**src/rtl/mem_ctrl.sv**
```systemverilog
`default_nettype none
// ============================================================================
//  Module   : mem_ctrl
//  Purpose  : Byte-serial memory controller arbitrating an instruction fetch
//             port and a load/store port onto a single 8-bit synchronous RAM.
//  Revision : 1.0  initial release
// ============================================================================
module mem_ctrl (
    input  logic        clk,
    input  logic        rst,
    input  logic        rdy,
    input  logic        if_req,
    input  logic [31:0] if_addr,
    input  logic        if_flush,
    output logic        if_done,
    output logic [31:0] if_inst,
    input  logic        mem_req,
    input  logic        mem_we,
    input  logic [1:0]  mem_len,
    input  logic [31:0] mem_addr,
    input  logic [31:0] mem_wdata,
    output logic        mem_done,
    output logic [31:0] mem_rdata,
    input  logic [7:0]  ram_din,
    output logic [7:0]  ram_dout,
    output logic [31:0] ram_addr,
    output logic        ram_wr,
    output logic        busy
);

    typedef enum logic [1:0] {
        S_IDLE   = 2'd0,
        S_IF_RD  = 2'd1,
        S_MEM_RD = 2'd2,
        S_MEM_WR = 2'd3
    } state_t;

    state_t      state_q, state_d;
    logic [1:0]  cnt_q, cnt_d;          // byte index being captured / written
    logic        wait_q, wait_d;        // first read cycle: RAM data not yet valid
    logic [1:0]  len_q, len_d;          // transfer size code (fetch uses word)
    logic [31:0] buf_q, buf_d;          // partial read assembly
    logic [31:0] addr_q, addr_d;
    logic [7:0]  dout_q, dout_d;
    logic        wr_q, wr_d;
    logic        if_done_q, if_done_d;
    logic        mem_done_q, mem_done_d;
    logic [31:0] if_inst_q, if_inst_d;
    logic [31:0] mem_rdata_q, mem_rdata_d;

    logic [2:0]  w_n;
    logic        w_last;
    logic [1:0]  w_cnt_inc;
    logic [31:0] w_merged;

    function automatic logic [2:0] len_to_n(input logic [1:0] len);
        case (len)
            2'b00:   return 3'd1;
            2'b01:   return 3'd2;
            default: return 3'd4;
        endcase
    endfunction

    // Datapath helpers: byte count, last-byte flag and read word with current byte merged in
    always_comb begin
        w_n       = len_to_n(len_q);
        w_last    = ({1'b0, cnt_q} == (w_n - 3'd1));
        w_cnt_inc = cnt_q + 2'd1;
        w_merged  = buf_q;
        w_merged[{cnt_q, 3'b000} +: 8] = ram_din;
    end

    // Next-state and register-update logic for arbitration and byte sequencing
    always_comb begin
        state_d     = state_q;
        cnt_d       = cnt_q;
        wait_d      = wait_q;
        len_d       = len_q;
        buf_d       = buf_q;
        addr_d      = addr_q;
        dout_d      = dout_q;
        wr_d        = 1'b0;
        if_done_d   = 1'b0;
        mem_done_d  = 1'b0;
        if_inst_d   = if_inst_q;
        mem_rdata_d = mem_rdata_q;

        case (state_q)
            S_IDLE: begin
                // A done pulse marks the turnaround cycle: requesters are still
                // dropping their request, so nothing is accepted on this edge.
                if (!if_done_q && !mem_done_q) begin
                    if (mem_req) begin
                        state_d = mem_we ? S_MEM_WR : S_MEM_RD;
                        len_d   = mem_len;
                        cnt_d   = 2'd0;
                        wait_d  = 1'b1;
                        buf_d   = 32'd0;
                        addr_d  = mem_addr;
                        if (mem_we) begin
                            dout_d = mem_wdata[7:0];
                            wr_d   = 1'b1;
                        end
                    end else if (if_req && !if_flush) begin
                        state_d = S_IF_RD;
                        len_d   = 2'b10;
                        cnt_d   = 2'd0;
                        wait_d  = 1'b1;
                        buf_d   = 32'd0;
                        addr_d  = if_addr;
                    end
                end
            end

            S_IF_RD, S_MEM_RD: begin
                if (state_q == S_IF_RD && if_flush) begin
                    state_d = S_IDLE;
                end else if (wait_q) begin
                    wait_d = 1'b0;
                    if (w_n > 3'd1) begin
                        addr_d = addr_q + 32'd1;
                    end
                end else begin
                    buf_d = w_merged;
                    if (w_last) begin
                        state_d = S_IDLE;
                        if (state_q == S_IF_RD) begin
                            if_inst_d = w_merged;
                            if_done_d = 1'b1;
                        end else begin
                            mem_rdata_d = w_merged;
                            mem_done_d  = 1'b1;
                        end
                    end else begin
                        cnt_d = w_cnt_inc;
                        // The address runs two bytes ahead of the capture index.
                        if (({1'b0, cnt_q} + 3'd2) < w_n) begin
                            addr_d = addr_q + 32'd1;
                        end
                    end
                end
            end

            S_MEM_WR: begin
                if (w_last) begin
                    state_d    = S_IDLE;
                    mem_done_d = 1'b1;
                end else begin
                    wr_d   = 1'b1;
                    cnt_d  = w_cnt_inc;
                    addr_d = addr_q + 32'd1;
                    dout_d = mem_wdata[{w_cnt_inc, 3'b000} +: 8];
                end
            end

            default: state_d = S_IDLE;
        endcase
    end

    // State register: reset wins over rdy; rdy low freezes everything
    always_ff @(posedge clk) begin
        if (rst) begin
            state_q     <= S_IDLE;
            cnt_q       <= 2'd0;
            wait_q      <= 1'b0;
            len_q       <= 2'd0;
            buf_q       <= 32'd0;
            addr_q      <= 32'd0;
            dout_q      <= 8'd0;
            wr_q        <= 1'b0;
            if_done_q   <= 1'b0;
            mem_done_q  <= 1'b0;
            if_inst_q   <= 32'd0;
            mem_rdata_q <= 32'd0;
        end else if (rdy) begin
            state_q     <= state_d;
            cnt_q       <= cnt_d;
            wait_q      <= wait_d;
            len_q       <= len_d;
            buf_q       <= buf_d;
            addr_q      <= addr_d;
            dout_q      <= dout_d;
            wr_q        <= wr_d;
            if_done_q   <= if_done_d;
            mem_done_q  <= mem_done_d;
            if_inst_q   <= if_inst_d;
            mem_rdata_q <= mem_rdata_d;
        end
    end

    // Write strobe is suppressed while frozen so a stalled store never repeats
    assign ram_wr    = wr_q & rdy;
    assign ram_addr  = addr_q;
    assign ram_dout  = dout_q;
    assign if_done   = if_done_q;
    assign mem_done  = mem_done_q;
    assign if_inst   = if_inst_q;
    assign mem_rdata = mem_rdata_q;
    assign busy      = (state_q != S_IDLE);

endmodule
`default_nettype wire

```
**config.mk**
```make
export PLATFORM = sky130hd
export DESIGN_NAME = mem_ctrl
export DESIGN_NICKNAME = d
export VERILOG_FILES = /design/src/rtl/mem_ctrl.sv
export SDC_FILE = /design/constraint.sdc
export NUM_CORES = 1
export LEC_CHECK = 0
export CORE_MARGIN = 5
export CORE_UTILIZATION = 48
export CTS_CLUSTER_DIAMETER = 40
export CTS_CLUSTER_SIZE = 10
export DETAILED_ROUTE_END_ITERATION = 6
export PLACE_DENSITY_LB_ADDON = 0.05
export SYNTH_ARGS = -nofsm -noshare
export SYNTH_HDL_FRONTEND = slang
export SYNTH_SLANG_ARGS = --single-unit
```
**constraint.sdc**
```tcl
create_clock -name clk -period 3.3 [get_ports clk]
set_clock_uncertainty 0.05 [all_clocks]
set_input_delay 0.99 -clock clk [delete_from_list [all_inputs] [get_ports clk]]
set_output_delay 0.99 -clock clk [all_outputs]
set_load 0.005 [all_outputs]
```
==> results of run 1 <==
[per-stage QoR]
step / util / cells / setup WS (ns) / total power (uW) / area (um^2)
after floorplan: - / 903 / 0.7895 / 2803 / 7592
after global placement: 0.6368 / 1290 / 0.1805 / 3450 / 10010
after detailed placement: 0.6368 / 1290 / 0.1881 / 3465 / 10010
after CTS: 0.6746 / 1322 / 0.1760 / 5400 / 10600
after global routing: 0.6746 / 1322 / 0.1572 / 5637 / 10600
final: 0.6746 / 1322 / 0.1823 / 5372 / 10600
[worst max-delay path, stage by stage]
cell and delay [ns]:
clkdlybuf4s50_1 0.47, and2_1 0.12, clkdlybuf4s50_1 0.49
[registers in the layout (all words and copies together), names as in the netlist]
name / flops
mem_done: 1
wr_q: 1
if_done: 1
state_q: 2
len_q: 2
buf_q: 32
wait_q: 1
cnt_q: 2
mem_rdata: 32
ram_addr: 32
if_inst: 32
ram_dout: 8
[worst paths after layout]
path / cells past startpoint / endpoint / slack [ns] / from
hold reg to reg: 2 / wr_q / 0.43 / wr_q
setup / recovery: 3 / ram_wr / 0.18 / rdy
setup reg to reg: 5 / mem_rdata[0] / 0.52 / cnt_q[1]
hold / removal: 2 / wr_q / 0.43 / wr_q
[cells in the final DEF, fill, tap and decap left out, types with 14 or more instances in the layout]
master / n
mux2_2: 19
mux2i_1: 27
dfxtp_1: 146
o21ai_0: 24
a21oi_1: 56
o31ai_1: 14
buf_4: 21
inv_1: 42
nor2b_1: 42
nand3_1: 21
a211oi_1: 76
a31oi_1: 19
nor2_1: 129
clkbuf_16: 17
a22oi_1: 35
clkdlybuf4s50_1: 218
nand4_1: 15
nand2_1: 41
[layer usage]
metal	track usage	share of wire
met1	0.3234	0.45
met2	0.3899	0.47
met3	0.06092	0.067
met4	0.07559	0.020
met5	0	0
[power by group]
| part | internal, uW | switching, uW | total [uW] | leakage (uW) |
|---|---|---|---|---|
| Clock | 1150 | 783 | 1930 | 0.000295 |
| Sequential | 1910 | 159 | 2070 | 0.00119 |
| Combinational | 682 | 685 | 1370 | 0.00248 |
| Total | 3740 | 1630 | 5370 | 0.00396 |
[cell families after synthesis]
| group | after synthesis |
|---|---|
| AO/OA/AOI/OAI | 290 |
| AND/OR/NAND/NOR | 292 |
| multiplexers | 46 |
| adder cells (fa/ha/maj) | 10 |
| XOR/XNOR | 1 |
| flip-flops | 146 |
| buffers and inverters | 118 |
[final cells by class]
class,instances,share of cell area
Multi-Input combinational cell,639,0.3965
Sequential cell,146,0.2757
Timing Repair Buffer,245,0.2306
Clock buffer,19,0.04178
Tap cell,216,0.02550
Inverter,44,0.01558
Clock inverter,13,0.01428
==> impl_results.md, run 1 <==
* Outcome: finished clean
* FF/Latch Area at 2923 um^2
* CTS tree: done
* Hold WC Path Type: flip-flop to flip-flop
* Hold_buf cts at 0
* Fmax at approximately 320 MHz
* Initial Util at 0.4832
* Routed Antenna Nets at 0
* Largest family of logic cells by synthesized area: compound AO/OA/AOI/OAI gates
* Count of final hold-check violations at 0
* Post-synthesis net count at about 1000
* Mapped cell area at 7592 um^2
* Compound-cell area share of the yosys netlist at 0.2750
* Crit path max fanout at 2
* Crit path time final at approximately 3.1 ns
* Final WL at ~23000 um
* Area leader, netlist: dfxtp_1
* Clock slew at reported path FFs at 0.06 ns
* Synth top cells by count: 146 x dfxtp_1, 129 x nor2_1, 76 x a211oi_1
* Area Growth Syn to Fin at 39.62%
* Worst slew margin at 0.1457
* CTS buffer count at 17
* Pins Over Slew Limit at 0
* CTS Root Cell: clkbuf_16
* #FFs+latches synth at 146
* Worst path required time at about 2.3 ns
* Final setup fails at 0
* Post-synth EDFFs at 0
* CP Data Arrival Time at roughly 2.1 ns
* Number of remaining DRC errors at 0
* First-pass GRT wire length at about 36000 um
* Vias in the first global route at 7027
* H-Tree Level Count at 4
* Grt ovf at 0
* Via count at ~7500
* Clock sink count at between 100 and 150
* I/O pin count at 221
* RSZ-0062 raised after global routing: no
* FILL cells at between 1000 and 1500
* WS Path Type: input pin to output port
* Mean Syn Cell Area at about 8.4 um^2
* Final net count at 1216
* Mapped Cells at roughly 900
* CP Launch Type: input pin
* Post-synthesis sequential area ratio at 0.3850
* Synth area leaders: dfxtp_1 38%, a211oi_1 7.5%, nor2_1 6.4%, a21oi_1 3.7%, mux2i_1 3.6%
* Die height at 135.8 um
* Post-synth cell types at about 70
* PwrDens at a little over 500 nW/um^2
* Pleak at around 0.004 uW
* Post-route clock period utilization at 0.9448
* All-Layer GR Usage at 0.2432
* Post-CTS resize count at 0
* DP HPWL at 16320 um
* First DRT Iteration DRCs at 650
* Bufs on Longest Clock Path at 2
* Via density per instance at ~5.7
* Most numerous cell in the Yosys netlist: dfxtp_1
* Worst hold slack at between 0.4 and 0.5 ns
* Post-Synth Simple-Gate Area at 0.1931
* Synthesis Warnings at 0
* Share of layout cells above drive strength 1 at 0.09042
* DR WL/cell at roughly 17 um
* Post-synthesis share of cell area spent on full adders, half adders and majority gates at 0.01648
* Initial antenna violation count at 0
* First-pass detailed-route iteration total at 5
* Max VDD drop at between 0.3 and 0.4 mV
* Max-cap viol count at 0
* N_diodes at 0
* Synth Area in XOR/XNOR at 0.001154
* Worst-margin pin slew at around 1.3 ns
* Core Region at between 15000 and 20000 um^2
* Post-synth ARST share at 0
* Clk Latency, worst-skew pair at around 0.42 ns
* Die area at 18430 um^2
* Mux cell area share after synthesis at 0.06378
* Endpoint type of the worst setup path: output port
* Die W at about 140 um
* FP Rows at 46
* Multi-input logic area at around 4200 um^2
* Post-CTS setup buffer count at 0
* Top FF cell, synth: dfxtp_1
* Largest net degree at the start of global routing at between 70 and 80
* Port Buffer Count at 220
* GPL Wtd Cong at around 0.85
* Top cell type's share of synthesized area at 0.3850
* Fin Setup TNS at 0 ns
Power figures use the tool's default switching activity.
==> run 2: changes to the inputs <==
--- a/config.mk
+++ b/config.mk
@@ -5,7 +5,7 @@
 export SDC_FILE = /design/constraint.sdc
 export NUM_CORES = 1
 export LEC_CHECK = 0
-export CORE_MARGIN = 5
+export CORE_MARGIN = 3
 export CORE_UTILIZATION = 48
 export CTS_CLUSTER_DIAMETER = 40
 export CTS_CLUSTER_SIZE = 10
==> impl_results.md, run 2 (same netlist as run 1, synthesis figures left out) <==
* Hold_buf cts at 0
* Max VDD drop at 0.5440 mV
* Worst slew margin at 0.3127
* Via density per instance at approximately 5.8
* Max-cap viol count at 0
* Clock slew at reported path FFs at roughly 0.060 ns
* Dpl cells at 1287
* DR WL/cell at 16.98 um
* Core Region at roughly 15000 um^2
* FILL cells at between 1000 and 1500
* Post-CTS setup buffer count at 0
* Final WL at approximately 22000 um
* CP Data Arrival Time at about 2.1 ns
* Die W at around 130 um
* Layout Cells excl Fill at about 1300
* First DRT Iteration DRCs at between 600 and 700
* Post-route clock period utilization at 0.9411
* Endpoint type of the worst setup path: output port
* I/O pin count at approximately 220
* Total power at 5517 uW
* Commonest non-fill, non-tap cell in the layout: clkdlybuf4s50_1
* Worst-margin pin slew at 1.031 ns
* RSZ-0062 raised after global routing: no
* Area Growth Syn to Fin at 40.20%
* First-pass GRT wire length at 36780 um
* Crit path time final at slightly above 3 ns
* CP max stage delay at 0.49 ns
* Grt ovf at 0
* Multi-input logic area at between 4000 and 5000 um^2
* Die height at around 130 um
* CP Cell Sequence: clkdlybuf4s50_1 > and2_1 > clkdlybuf4s50_1
* H-Tree Level Count at 4
* Final setup fails at 0
* Via count at roughly 7700
* Crit path max fanout at 2
* CTS buffer count at 17
* Pleak at between 0.003 and 0.004 uW
* Worst path required time at between 2 and 2.5 ns
* CTS tree: done
* PwrDens at between 500 and 600 nW/um^2
* Largest net degree at the start of global routing at 100
* Clk Latency, worst-skew pair at approximately 0.42 ns
* Initial Util at 0.4958
* GPL Wtd Cong at between 0.9 and 1
* Vias in the first global route at just over 7000
* Fmax at about 320 MHz
* Die area at roughly 17000 um^2
* Cell mode on critical path: clkdlybuf4s50_1
* CTS Root Cell: clkbuf_16
* Number of remaining DRC errors at 0
* Most frequent cells in the layout: 218 x clkdlybuf4s50_1, 146 x dfxtp_1, 129 x nor2_1
* WS Path Type: input pin to output port
* Hold WC Path Type: flip-flop to flip-flop
* Final net count at around 1200
* DP HPWL at approximately 16000 um
* Port Buffer Count at 220
* Outcome: finished clean
* FP Rows at 45
* Clock sink count at roughly 150
* Count of final hold-check violations at 0
* Fin Setup TNS at 0 ns
* Slowest stage cell, crit path: clkdlybuf4s50_1
* All-Layer GR Usage at 0.2520
* Share of layout cells above drive strength 1 at 0.09116
* R2r setup slk at around 0.73 ns
* CP Launch Type: input pin
* First-pass detailed-route iteration total at 6
* FF/Latch Area at 2923 um^2
* Bufs on Longest Clock Path at 2
* Initial antenna violation count at 0
* Core Util, Final at 0.6950
* Pins Over Slew Limit at 0
* N_diodes at 0
* Routed Antenna Nets at 0
* Post-CTS resize count at 0
## run 2: final cells by class
| class | count | area share |
|---|---|---|
| multi-input combinational | 639 | 0.3948 |
| sequential | 146 | 0.2746 |
| timing repair buffer | 247 | 0.2311 |
| clock buffer | 19 | 0.04067 |
| tap | 211 | 0.02480 |
| clock inverter | 13 | 0.01846 |
| inverter | 44 | 0.01552 |
## run 2: where the power goes
part           leakage, uW  internal, uW  total (uW)  switching [uW]
clock network     0.000305          1280        2070             784
registers          0.00119          1910        2070             159
logic              0.00249           693        1380             685
total              0.00398          3890        5520            1630
## run 2: per-stage QoR
stage                     cell area [um^2]  worst slack (ns)  hold slack (ns)
after floorplan                       7592            0.7895           0.3864
after global placement               10010            0.1812           0.4162
after detailed placement             10010            0.1965           0.4164
after CTS                            10640            0.1870           0.4333
after global routing                 10640            0.1260           0.4616
final                                10640            0.1942           0.4317
## run 2: metal layers
layer	global-route usage	vias up	share of wire
met5	0	-	0
met4	0.08343	0	0.022
met1	0.3365	3562	0.43
met2	0.4046	365	0.47
met3	0.05916	37	0.079
li1	-	3723	-
## run 2: worst max-delay path, delay by kind of cell
family        cells  cell delay [ns]
buf+inv           2             0.95
simple gates      1             0.12
## run 2: worst paths after layout
path,start,endpoint,cells past startpoint
setup / recovery,rdy,ram_wr,3
setup reg to reg,state_q[0],ram_addr[16],8
hold / removal,wr_q,wr_q,2
hold reg to reg,wr_q,wr_q,2
